## src/rtl/muldiv_unit.sv

```systemverilog
// muldiv_unit: RV32M-style multiply/divide unit. The default build is an iterative
// shift-add / restoring divider. Defining MULDIV_FAST_MUL_EN adds a single-cycle multiply.
// Ports: clk, reset_n (async, active-low), start, funct3, a, b, flush -> busy, done, result.
module muldiv_unit #(
  parameter int WIDTH = 32
) (
  input  logic             clk,
  input  logic             reset_n,
  input  logic             start,
  input  logic [2:0]       funct3,
  input  logic [WIDTH-1:0] a,
  input  logic [WIDTH-1:0] b,
  input  logic             flush,
  output logic             busy,
  output logic             done,
  output logic [WIDTH-1:0] result
);

  localparam int CW = $clog2(WIDTH) + 1;
  localparam logic [1:0] S_IDLE  = 2'd0;
  localparam logic [1:0] S_CALC  = 2'd1;
  localparam logic [1:0] S_FIXUP = 2'd2;
  localparam logic [1:0] S_DONE  = 2'd3;
  localparam logic [CW-1:0] LAST = CW'(WIDTH - 1);
  localparam logic [WIDTH-1:0] ONES = '1;
  localparam logic [WIDTH-1:0] MINV = {1'b1, {(WIDTH-1){1'b0}}};

  logic [1:0]         state;
  logic [2:0]         op;
  logic               sa;
  logic               sb;
  logic [WIDTH-1:0]   opd;
  logic [2*WIDTH-1:0] acc;
  logic [CW-1:0]      cnt;

  logic             is_div;
  logic             sgn_a;
  logic             sgn_b;
  logic             dz;
  logic             ovf;
  logic             early;
  logic [WIDTH-1:0] a_mag;
  logic [WIDTH-1:0] b_mag;
  logic [WIDTH-1:0] early_res;

  always_comb begin
    is_div = funct3[2];
    sgn_a = (funct3 == 3'b001) | (funct3 == 3'b010)
          | (is_div & ~funct3[0]);
    sgn_b = (funct3 == 3'b001) | (is_div & ~funct3[0]);
    a_mag = (sgn_a & a[WIDTH-1]) ? -a : a;
    b_mag = (sgn_b & b[WIDTH-1]) ? -b : b;
    dz = is_div & (b == '0);
    ovf = is_div & ~funct3[0] & (a == MINV) & (b == ONES);
    early = dz | ovf;
    if (dz)
      early_res = funct3[1] ? a : ONES;
    else
      early_res = funct3[1] ? '0 : MINV;
  end

  logic             fast;
  logic [WIDTH-1:0] fast_res;

`ifdef MULDIV_FAST_MUL_EN
  // Extending to 2*WIDTH keeps the low 2*WIDTH product bits exact for every signedness mix.
  logic [2*WIDTH-1:0] ax;
  logic [2*WIDTH-1:0] bx;
  logic [2*WIDTH-1:0] fprod;

  always_comb begin
    ax = {{WIDTH{sgn_a & a[WIDTH-1]}}, a};
    bx = {{WIDTH{sgn_b & b[WIDTH-1]}}, b};
    fprod = ax * bx;
    fast = ~is_div;
    fast_res = (funct3[1:0] == 2'b00) ? fprod[WIDTH-1:0]
                                       : fprod[2*WIDTH-1:WIDTH];
  end
`else
  always_comb begin
    fast = 1'b0;
    fast_res = '0;
  end
`endif

  // acc holds {hi, lo}. Multiply: hi = partial sum, lo = multiplier.
  // Divide: hi = partial remainder, lo = dividend shifting into the quotient.
  logic [WIDTH:0]     sum;
  logic [WIDTH:0]     tmp;
  logic [WIDTH:0]     diff;
  logic [2*WIDTH-1:0] step;

  always_comb begin
    sum = {1'b0, acc[2*WIDTH-1:WIDTH]}
        + {1'b0, {WIDTH{acc[0]}} & opd};
    tmp = acc[2*WIDTH-1:WIDTH-1];
    diff = tmp - {1'b0, opd};
    if (op[2])
      step = {(diff[WIDTH] ? tmp[WIDTH-1:0] : diff[WIDTH-1:0]),
              acc[WIDTH-2:0], ~diff[WIDTH]};
    else
      step = {sum, acc[WIDTH-1:1]};
  end

  logic [2*WIDTH-1:0] prod;
  logic [WIDTH-1:0]   quo;
  logic [WIDTH-1:0]   rem;
  logic [WIDTH-1:0]   fix_res;

  always_comb begin
    prod = (sa ^ sb) ? -acc : acc;
    quo = (sa ^ sb) ? -acc[WIDTH-1:0] : acc[WIDTH-1:0];
    rem = sa ? -acc[2*WIDTH-1:WIDTH] : acc[2*WIDTH-1:WIDTH];
    if (op[2])
      fix_res = op[1] ? rem : quo;
    else
      fix_res = (op[1:0] == 2'b00) ? prod[WIDTH-1:0]
                                   : prod[2*WIDTH-1:WIDTH];
  end

  always_ff @(posedge clk or negedge reset_n) begin
    if (!reset_n) begin
      state  <= S_IDLE;
      op     <= '0;
      sa     <= 1'b0;
      sb     <= 1'b0;
      opd    <= '0;
      acc    <= '0;
      cnt    <= '0;
      result <= '0;
    end else begin
      case (state)
        S_IDLE: begin
          if (start && !flush) begin
            op  <= funct3;
            sa  <= sgn_a & a[WIDTH-1];
            sb  <= sgn_b & b[WIDTH-1];
            cnt <= '0;
            opd <= is_div ? b_mag : a_mag;
            acc <= {{WIDTH{1'b0}}, (is_div ? a_mag : b_mag)};
            if (early) begin
              result <= early_res;
              state  <= S_DONE;
            end else if (fast) begin
              result <= fast_res;
              state  <= S_DONE;
            end else begin
              state <= S_CALC;
            end
          end
        end
        S_CALC: begin
          if (flush) begin
            state <= S_IDLE;
          end else begin
            acc <= step;
            cnt <= cnt + 1'b1;
            if (cnt == LAST)
              state <= S_FIXUP;
          end
        end
        S_FIXUP: begin
          if (flush) begin
            state <= S_IDLE;
          end else begin
            result <= fix_res;
            state  <= S_DONE;
          end
        end
        S_DONE:  state <= S_IDLE;
        default: state <= S_IDLE;
      endcase
    end
  end

  assign busy = (state != S_IDLE);
  assign done = (state == S_DONE);

endmodule

```

## config.mk

```make
export PLATFORM = sky130hd
export DESIGN_NAME = muldiv_unit
export DESIGN_NICKNAME = d
export VERILOG_FILES = /design/src/rtl/muldiv_unit.sv
export SDC_FILE = /design/constraint.sdc
export NUM_CORES = 1
export LEC_CHECK = 0
export BUFFER_PORTS_ARGS = -buffer_cell sky130_fd_sc_hd__buf_2
export CORE_UTILIZATION = 25
export DETAILED_ROUTE_END_ITERATION = 6
export GPL_TIMING_DRIVEN = 0
export MAX_ROUTING_LAYER = met4
export PLACE_DENSITY = 0.51
export SYNTH_ARGS = -nofsm -noshare
export SYNTH_HDL_FRONTEND = slang
export SYNTH_SLANG_ARGS = --single-unit
```

## constraint.sdc

```tcl
create_clock -name clk -period 7.1 [get_ports clk]
set_input_delay 0.355 -clock clk [delete_from_list [all_inputs] [get_ports clk]]
set_output_delay 0.355 -clock clk [all_outputs]
set_load 0.005 [all_outputs]
```

==> results.sh <==
export IMPL_depth_of_the_worst_hold_timing_path=3
export IMPL_rr_endpoint="acc[63]"
export IMPL_tritoncts="done"
export IMPL_core_rowCount=89
export IMPL_post_synth_net_total=2178
export IMPL_first_pass_iters=7
export IMPL_tightest_slew_ns=1.28
export IMPL_detail_route_wl_per_cell_um=24.5
export IMPL_detail_route_drc_violations=1
export IMPL_fraction_of_synthesized_cell_area_taken_by_the_top_area_cell_type_pct=23.3
export IMPL_route_antenna_remaining_nets=0
export IMPL_combined_flip_flop_and_latch_cell_area_um2=3530
export IMPL_core_area_um2=59500
export IMPL_worstPathArrival_ns=5.42
export IMPL_initial_core_utilization_pct=25.5
export IMPL_reg2reg_from="acc[31]"
export IMPL_violations="design-rule violations"
export IMPL_yosys_cell_types_count=93
export IMPL_ys_ff_latch=141
export IMPL_starting_drc_count_in_detailed_routing=1714
export IMPL_outcome="complete, but fails checks"
export IMPL_globalRoute_busiestLayer="met2"
export IMPL_cts_root_to_sink_buffers=2
export IMPL_dp_hpwl_um=58600
export IMPL_grtUsageMet2_pct=36.7
export IMPL_min_period_ns=5.02
export IMPL_cts_root_buf="sky130_fd_sc_hd__clkbuf_16"
export IMPL_number_of_enable_type_register_cells_in_the_synthesized_netlist=0
export IMPL_worst_hold_endpoint="op[0]"
export IMPL_finalSetupViolations=0
export IMPL_power_density_nw_per_um2=369
export IMPL_rsz0062_at_grt="false"
export IMPL_ys_flop_type="sky130_fd_sc_hd__dfrtp_1"
export IMPL_max_cap_viol_count=0
export IMPL_mostFrequentLayoutCells="233 x sky130_fd_sc_hd__nor2_1, 219 x sky130_fd_sc_hd__a21oi_1, 188 x sky130_fd_sc_hd__nand2_1, 184 x sky130_fd_sc_hd__o21ai_0, 141 x sky130_fd_sc_hd__dfrtp_1"
export IMPL_area_delta_synth_final_pct=14.1
export IMPL_die_y_um=248
export IMPL_post_route_cells_drive_above_1_share_pct=9.48
export IMPL_mostFrequentLayoutCell="sky130_fd_sc_hd__nor2_1"
export IMPL_layout_core_utilization_pct=29.1
export IMPL_number_of_cells_produced_by_synthesis=2035
export IMPL_max_clock_freq_ghz=0.199
export IMPL_rrSetupSlack_ns=2.08
export IMPL_globalRouteMet1Util_pct=33.6
export IMPL_timing_critical_path_max_delay_family="compound AO/OA/AOI/OAI gates"
export IMPL_critical_path_max_stage_delay_ns=0.60
export IMPL_max_vdd_ir_drop_mv=0.159
export IMPL_finish_net_count=2302
export IMPL_fill_cells=6664
export IMPL_required_worst_endpoint_ns=7.49
export IMPL_die_width_um=248
export IMPL_worst_setup_path_type="reg -> reg"
export IMPL_htree_levels=4
export IMPL_multi_input_area_um2=10700
export IMPL_min_delay_path_class="in -> reg"
export IMPL_proportion_of_register_bits_with_asynchronous_set_or_reset_after_synthesis_pct=100
export IMPL_final_max_slew_viol_count=0
export IMPL_worstSkewPairLatency_ns=0.47
export IMPL_via_count_of_the_first_global_routing_pass=15300
export IMPL_design_die_area_um2=61600
export IMPL_clock_skew_final_ns=0.0151
export IMPL_synth_cell_area_um2=15200
export IMPL_grt_start_max_net_pins=90
export IMPL_timing_final_crit_share_pct=70.8
export IMPL_worstHoldStart="funct3[0]"
export IMPL_ys_warn_count=0
export IMPL_clk_pin_slew_worst_paths_ns=0.08
export IMPL_cts_buffers=17
export IMPL_gpl_final_weighted_congestion=0.974
export IMPL_worstPathCellList="inv_1 > ha_1 > fa_1 > nand2b_1 > a21oi_1 > o21ai_0 > o211ai_1 > and4_1 > o221ai_2 > xnor2_1 > buf_2 > buf_2 > o21ai_0 > a41oi_1"
export IMPL_grt_first_pass_wirelength_um=105000
export IMPL_post_cts_resized_instances=0
export IMPL_setup_total_negative_slack_ns=0
export IMPL_timing_critical_path_buf_inv=3
export IMPL_routed_via_density=5.60
export IMPL_timing_hold_violations_final=0
export IMPL_post_synth_main_area_contributors="sky130_fd_sc_hd__dfrtp_1 23%, sky130_fd_sc_hd__a21oi_1 7.2%, sky130_fd_sc_hd__o21ai_0 6.1%"
export IMPL_critPathMaxFanout=10
export IMPL_synth_seq_area_share_pct=23.3
export IMPL_clkSinkCount=141
export IMPL_relSlewSlack_pct=14.4
export IMPL_cp_start_kind="register"
export IMPL_avgSynthCellArea_um2=7.45
export IMPL_grt_overflow_total=0
export IMPL_routed_wl_um=72300
export IMPL_placement_io_buffers=103
export IMPL_boundaryPins=105
export IMPL_r2r_cells=14
export IMPL_grt_met3_usage_pct=2.51
export IMPL_critical_path_slowest_cell="sky130_fd_sc_hd__o211ai_1"
export IMPL_endpoint_type_of_the_worst_setup_path="register"
export IMPL_antenna_violations_before_repair=2
export IMPL_globalRouteTotalUtil_pct=24.0
export IMPL_top_cell_type_by_total_area_after_synthesis="sky130_fd_sc_hd__dfrtp_1"
export IMPL_route_vias_total=16500
export IMPL_p_leak_uw=0.00723
## per-stage QoR
step / instances / total power (uW) / hold WS, ns / setup WS, ns / area (um^2)
finish: 2946 / 6390 / 0.220 / 2.08 / 17300
global route: 2946 / 6790 / 0.228 / 1.98 / 17300
CTS: 2945 / 6310 / 0.203 / 2.22 / 17300
detailed placement: 2912 / 5320 / 0.365 / 2.29 / 16700
global placement: 2911 / 5290 / 0.460 / 2.27 / 16600
floorplan: 2035 / 4030 / 0.0594 / 3.72 / 15200
## layer usage
layer,wire (um),vias up
met4,1560,0
met1,33000,8122
li1,-,7578
met5,0,-
met2,32800,740
met3,4900,66
## registers in the layout, indices dropped and copies added, names as in the netlist
name and count:
acc 64, opd 32, result 32, cnt 6, op 3, state 2, sa 1, sb 1
## where the power goes
| part | internal (uW) | switching (uW) | total [uW] | leakage (uW) |
|---|---|---|---|---|
| registers | 1000 | 329 | 1330 | 0.00180 |
| clock network | 478 | 487 | 966 | 0.000294 |
| logic | 1490 | 2600 | 4090 | 0.00513 |
| total | 2970 | 3420 | 6390 | 0.00723 |
## worst max path at each step
| stage | start | cells past startpoint | endpoint | slack (ns) |
|---|---|---|---|---|
| 2_1_floorplan | acc[31] | 14 | acc[33] | 3.72 |
| 3_3_place_gp | acc[31] | 14 | acc[63] | 2.27 |
| 3_5_place_dp | acc[31] | 14 | acc[63] | 2.29 |
| 4_1_cts | acc[31] | 14 | acc[63] | 2.22 |
| 5_1_grt | acc[31] | 14 | acc[63] | 1.98 |
| 6_report | acc[31] | 14 | acc[63] | 2.08 |
## synthesized netlist by cell type (all sizes together) (16+ instances only)
cell and n:
o21ai 204, dfrtp 141, o31ai 32, nand4 22
a21oi 219, inv 78, buf 27, nand2b 23
nor4 20, a211oi 16, a31oi 23, nand3 28
ha 70, nand2 188, clkbuf 107, o211ai 27
or3 19, xor2 99, xnor2 104, nor2 234
nor3 43, a221oi 17, mux2i 64, a21o 27
a22oi 16
## logic make-up (layout without fill, tap and decap cells)
family                     Yosys count  in the layout  synth area share, %
AOI/OAI and AO/OA                  675            675                 27.3
other                                0              1                    0
xor gates and xnor gates           203            203                 11.7
DFF                                141            141                 23.3
adders and majority gates           72             72                 6.04
and+or+nand+nor                    656            656                 20.6
muxes                               75             75                 5.04
buffers and inverters              213            350                 6.03
## area by class of cell
type | count | area share (%)
Clock inverter | 15 | 1.10
Multi-Input combinational cell | 1681 | 61.9
Buffer | 134 | 3.57
Tap cell | 773 | 5.59
Timing Repair Buffer | 105 | 3.23
Inverter | 79 | 1.71
Antenna cell | 1 | 0.0145
Clock buffer | 17 | 2.46
Sequential cell | 141 | 20.4
## worst reg2reg max path, cell delays in order (launching register included)
cell                       delay [ns]
sky130_fd_sc_hd__dfrtp_1         0.42
sky130_fd_sc_hd__inv_1           0.13
sky130_fd_sc_hd__ha_1            0.24
sky130_fd_sc_hd__fa_1            0.42
sky130_fd_sc_hd__nand2b_1        0.21
sky130_fd_sc_hd__a21oi_1         0.23
sky130_fd_sc_hd__o21ai_0         0.35
sky130_fd_sc_hd__o211ai_1        0.60
sky130_fd_sc_hd__and4_1          0.40
sky130_fd_sc_hd__o221ai_2        0.21
sky130_fd_sc_hd__xnor2_1         0.36
sky130_fd_sc_hd__buf_2           0.45
sky130_fd_sc_hd__buf_2           0.41
sky130_fd_sc_hd__o21ai_0         0.25
sky130_fd_sc_hd__a41oi_1         0.25
## timing repair
action / in CTS / in global routing
hold endpoints to repair: 52 / 0
hold buffers: 1 / 0
setup buffers: 0 / 0
No activity file was read; power rests on OpenSTA's default activity.
